**src/rtl/mem_port_arbiter.sv**
```systemverilog
// Round-robin arbiter sharing one single-port synchronous memory between a processor port (P) and a DMA port (D).
// Define ARB_FIXED_PRIO_EN to make P win every tie instead of alternating.
module mem_port_arbiter #(
  parameter int ADDR_W = 16,
  parameter int DATA_W = 16,
  parameter int RD_LAT = 1
) (
  input  logic              Clock,
  input  logic              Resetn,
  input  logic              PReq,
  input  logic              PWrite,
  input  logic [ADDR_W-1:0] PAddr,
  input  logic [DATA_W-1:0] PWData,
  output logic              PAck,
  output logic [DATA_W-1:0] PRData,
  input  logic              DReq,
  input  logic              DWrite,
  input  logic [ADDR_W-1:0] DAddr,
  input  logic [DATA_W-1:0] DWData,
  output logic              DAck,
  output logic [DATA_W-1:0] DRData,
  output logic [ADDR_W-1:0] MemAddr,
  output logic [DATA_W-1:0] MemWData,
  output logic              MemWrite,
  input  logic [DATA_W-1:0] MemRData,
  output logic              Busy,
  output logic              Owner
);

  typedef enum logic [1:0] {IDLE, ACCESS, WAIT, ACK} state_t;

  localparam logic [2:0] LAT = 3'(RD_LAT);

  state_t            r_state;
  logic [2:0]        r_cnt;
  logic              r_owner;
  logic              r_pAck;
  logic              r_dAck;
  logic [DATA_W-1:0] r_pRData;
  logic [DATA_W-1:0] r_dRData;
  logic [ADDR_W-1:0] r_memAddr;
  logic [DATA_W-1:0] r_memWData;
  logic              r_memWrite;

  logic              w_anyReq;
  logic              w_grantD;

  assign w_anyReq = PReq | DReq;

`ifdef ARB_FIXED_PRIO_EN
  assign w_grantD = DReq & ~PReq;
`else
  // On a tie D wins only if P held the last grant (r_owner == 0).
  assign w_grantD = DReq & (~PReq | ~r_owner);
`endif

  always_ff @(posedge Clock or negedge Resetn) begin
    if (!Resetn) begin
      r_state    <= IDLE;
      r_cnt      <= '0;
      r_owner    <= 1'b1;
      r_pAck     <= 1'b0;
      r_dAck     <= 1'b0;
      r_pRData   <= '0;
      r_dRData   <= '0;
      r_memAddr  <= '0;
      r_memWData <= '0;
      r_memWrite <= 1'b0;
    end else begin
      case (r_state)
        IDLE: begin
          if (w_anyReq) begin
            r_owner    <= w_grantD;
            r_memAddr  <= w_grantD ? DAddr  : PAddr;
            r_memWData <= w_grantD ? DWData : PWData;
            r_memWrite <= w_grantD ? DWrite : PWrite;
            r_state    <= ACCESS;
          end
        end
        ACCESS: begin
          r_memWrite <= 1'b0;
          if (r_memWrite) begin
            r_pAck  <= ~r_owner;
            r_dAck  <= r_owner;
            r_state <= ACK;
          end else begin
            r_cnt   <= LAT;
            r_state <= WAIT;
          end
        end
        WAIT: begin
          r_cnt <= r_cnt - 3'd1;
          if (r_cnt == 3'd1) begin
            if (r_owner) r_dRData <= MemRData;
            else         r_pRData <= MemRData;
            r_pAck  <= ~r_owner;
            r_dAck  <= r_owner;
            r_state <= ACK;
          end
        end
        ACK: begin
          r_pAck  <= 1'b0;
          r_dAck  <= 1'b0;
          r_state <= IDLE;
        end
        default: r_state <= IDLE;
      endcase
    end
  end

  assign PAck     = r_pAck;
  assign DAck     = r_dAck;
  assign PRData   = r_pRData;
  assign DRData   = r_dRData;
  assign MemAddr  = r_memAddr;
  assign MemWData = r_memWData;
  assign MemWrite = r_memWrite;
  assign Owner    = r_owner;
  assign Busy     = (r_state != IDLE);

endmodule

```
**config.mk**
```make
export PLATFORM = sky130hd
export DESIGN_NAME = mem_port_arbiter
export DESIGN_NICKNAME = d
export VERILOG_FILES = /design/src/rtl/mem_port_arbiter.sv
export SDC_FILE = /design/constraint.sdc
export NUM_CORES = 1
export LEC_CHECK = 0
export CAP_MARGIN = 5
export CORE_MARGIN = 2
export CORE_UTILIZATION = 37
export DETAILED_ROUTE_END_ITERATION = 8
export GPL_TIMING_DRIVEN = 0
export PLACE_DENSITY = 0.82
export RECOVER_POWER = 50
export SETUP_SLACK_MARGIN = 0.02
export SYNTH_ARGS = -nofsm -noshare
export SYNTH_HDL_FRONTEND = slang
export SYNTH_SLANG_ARGS = --single-unit
export TNS_END_PERCENT = 20
```
**constraint.sdc**
```tcl
create_clock -name Clock -period 1.72 [get_ports Clock]
set_input_delay 0.43 -clock Clock [delete_from_list [all_inputs] [get_ports Clock]]
set_output_delay 0.43 -clock Clock [all_outputs]
set_load 0.005 [all_outputs]
```
==> run summary <==
Status: complete, no violations
CP startpoint kind: flip-flop
Residual DRC: 0
I/O Buffers: 154
CP endpoint kind: output pin
Slowest CP cell: clkdlybuf4s50_1
Critical path class: flip-flop to output pin
Dpl cells: 521
Synth warnings: 0
Total CTS buffers: 9
Critical path's largest stage delay: 0.52 ns
CTS tree: done
Post-Syn Instances: 259
LEAKAGE: 2.35 nW
Final instance area: 0.00525 sq mm
Post-route minimum period: 1.65 ns
Delay-heaviest family, CP: buffers and inverters
Hold Vio Cnt, Final: 0
Drt first pass iters: 4
RePlAce Congestion: 0.832
Antenna violations before repair: 0
Die W: 97.8 um
Clk_skew: 0.0142 ns
Mean area per synthesized cell: 12.6 sq um
Antenna-violating nets left: 0
Crit path required time: 1.29 ns
Routed wire per std cell: 15.5 um
Full die area: 0.00956 sq mm
# clock sinks: 73
Hold Crit Class: input port to async pin
Root Driver: clkbuf_8
H-tree levels: 3
Fin. max-slew vios: 0
Critical-path cell list: clkdlybuf4s50_1
Layout cells sized above 1: 0.203
Final Util: 0.608
CP Max Fanout: 2
Worst IR Drop VDD: 835 uV
Place WS: -0.396 ns
Routed wire length: 8400 um
Period utilisation layout: 0.957
Peak Freq: 608 MHz
Most frequent cells in the layout: 148 x clkdlybuf4s50_1, 72 x dfrtp_1, 35 x mux2_2
Yosys reg bits: 73
Crit path from: DRData[3]
Final HPWL DP: 6240 um
Sum Neg Setup Slack: 0 ns
Row count: 34
Clk_lat worst skew: 0.34 ns
Max cap viols: 0
Arrival time at the worst endpoint: 1.22 ns
Worst path bufs/invs: 1
Layout Nets: 520
Reg2reg start: r_state[0]
Fill cells: 740
Core area: 0.00864 sq mm
Initial Util: 0.377
Largest net degree at the start of global routing: 74
P per Cell Area: 1640 mW/mm^2
Final Non-Filler Cells: 541
Final setup fails: 0
Hold WS: 0.275 ns
First-pass GRT wire length: 13400 um
# IOs: 155
RSZ-0062 raised after global routing: true
Yosys cell types: 30
Sequential fraction of the synthesis area: 0.562
Clock Path Buffers: 2
GR Util All Layers: 0.176
Commonest non-fill, non-tap cell in the layout: clkdlybuf4s50_1
Area delta synth->final: 61.4%
Number of global-route vias before repair: 2703
Placed Instance Area: 0.00494 sq mm
Slew margin rel.: 0.329
Worst Tran Pin Value: 1.01 ns
Final worst setup slack: 0.0744 ns
Vias per Instance: 4.77
Ant. Diodes: 0
Cell Area, Synth: 0.00325 sq mm
Mapped Nets: 351
CTS clk-pin slew, worst paths: 0.08 ns
Total gr overflow: 0
Total power: 8.62 mW
Die H: 97.8 um
DR vias: 2583
DRT iter0 DRCs: 41
==> state kept, by name, summed over array words and instances, names as in the netlist <==
register / count
DAck: 1
DRData: 16
MemAddr: 16
MemWData: 16
MemWrite: 1
Owner: 1
PAck: 1
PRData: 16
r_cnt: 3
r_state: 2
==> cell usage after synthesis, drive strengths merged <==
cell	number	share of area
nand4b	1	0.0046
o31ai	1	0.0023
o21ai	35	0.054
o2bb2ai	1	0.0027
a21bo	3	0.0092
mux2i	34	0.10
nand3	3	0.0046
inv	6	0.0069
nand2	34	0.039
nor2	2	0.0023
mux2	35	0.12
a31oi	1	0.0019
a21oi	1	0.0015
dfrtp	72	0.55
a22o	1	0.0031
buf	12	0.030
clkbuf	2	0.0023
nor3b	1	0.0058
a221oi	1	0.0027
nand2b	2	0.0062
ha	6	0.023
o221a	1	0.0035
nor2b	1	0.0019
a22oi	1	0.0023
and2	1	0.0023
dfstp	1	0.0081
==> per-layer routing <==
metal | routed length, um | global-route usage | up-vias
li1 | - | - | 1242
met1 | 3430 | 0.210 | 1258
met2 | 4380 | 0.308 | 72
met3 | 444 | 0.0451 | 11
met4 | 133 | 0.0641 | 0
met5 | 0 | 0 | -
==> cell type report <==
class | instances | area [sq um] | share of cell area
Buffer | 14 | 134 | 0.0255
Clock buffer | 12 | 155 | 0.0296
Clock inverter | 4 | 51.3 | 0.00977
Inverter | 6 | 22.5 | 0.00429
Multi-Input combinational cell | 166 | 1360 | 0.259
Sequential cell | 73 | 1830 | 0.348
Tap cell | 108 | 135 | 0.0257
Timing Repair Buffer | 158 | 1560 | 0.298
==> power by group <==
part           internal, mW  switching, mW
clock network         0.751          0.643
registers              2.58          0.453
logic                  2.60           1.59
==> what timing repair did <==
item                                    CTS  global route
endpoints found under the setup margin   63            62
hold buffers                              0             0
setup buffers                             4             0
gates resized for setup                  14            18
pin swaps                                 2             3
==> cell families after synthesis <==
group / count (synthesis) / synth area share
and+or+nand+nor: 45 / 0.0669
adders and majority gates: 6 / 0.0231
AOI/OAI and AO/OA: 46 / 0.0831
buffers and inverters: 20 / 0.0389
DFF: 73 / 0.562
muxes: 69 / 0.226
==> worst paths after layout <==
check                                    to  depth (start not counted)  slack [ns]
min in group Clock                    Owner                          3        0.48
worst max-delay path              DRData[3]                          1        0.07
worst min register to register  MemWData[7]                          2        0.48
worst min-delay path              DRData[5]                          1        0.27
worst max register to register    PRData[6]                          5        0.10
max in group asynchronous          MemWrite                          1        0.78
No activity file was read; power rests on OpenSTA's default activity.
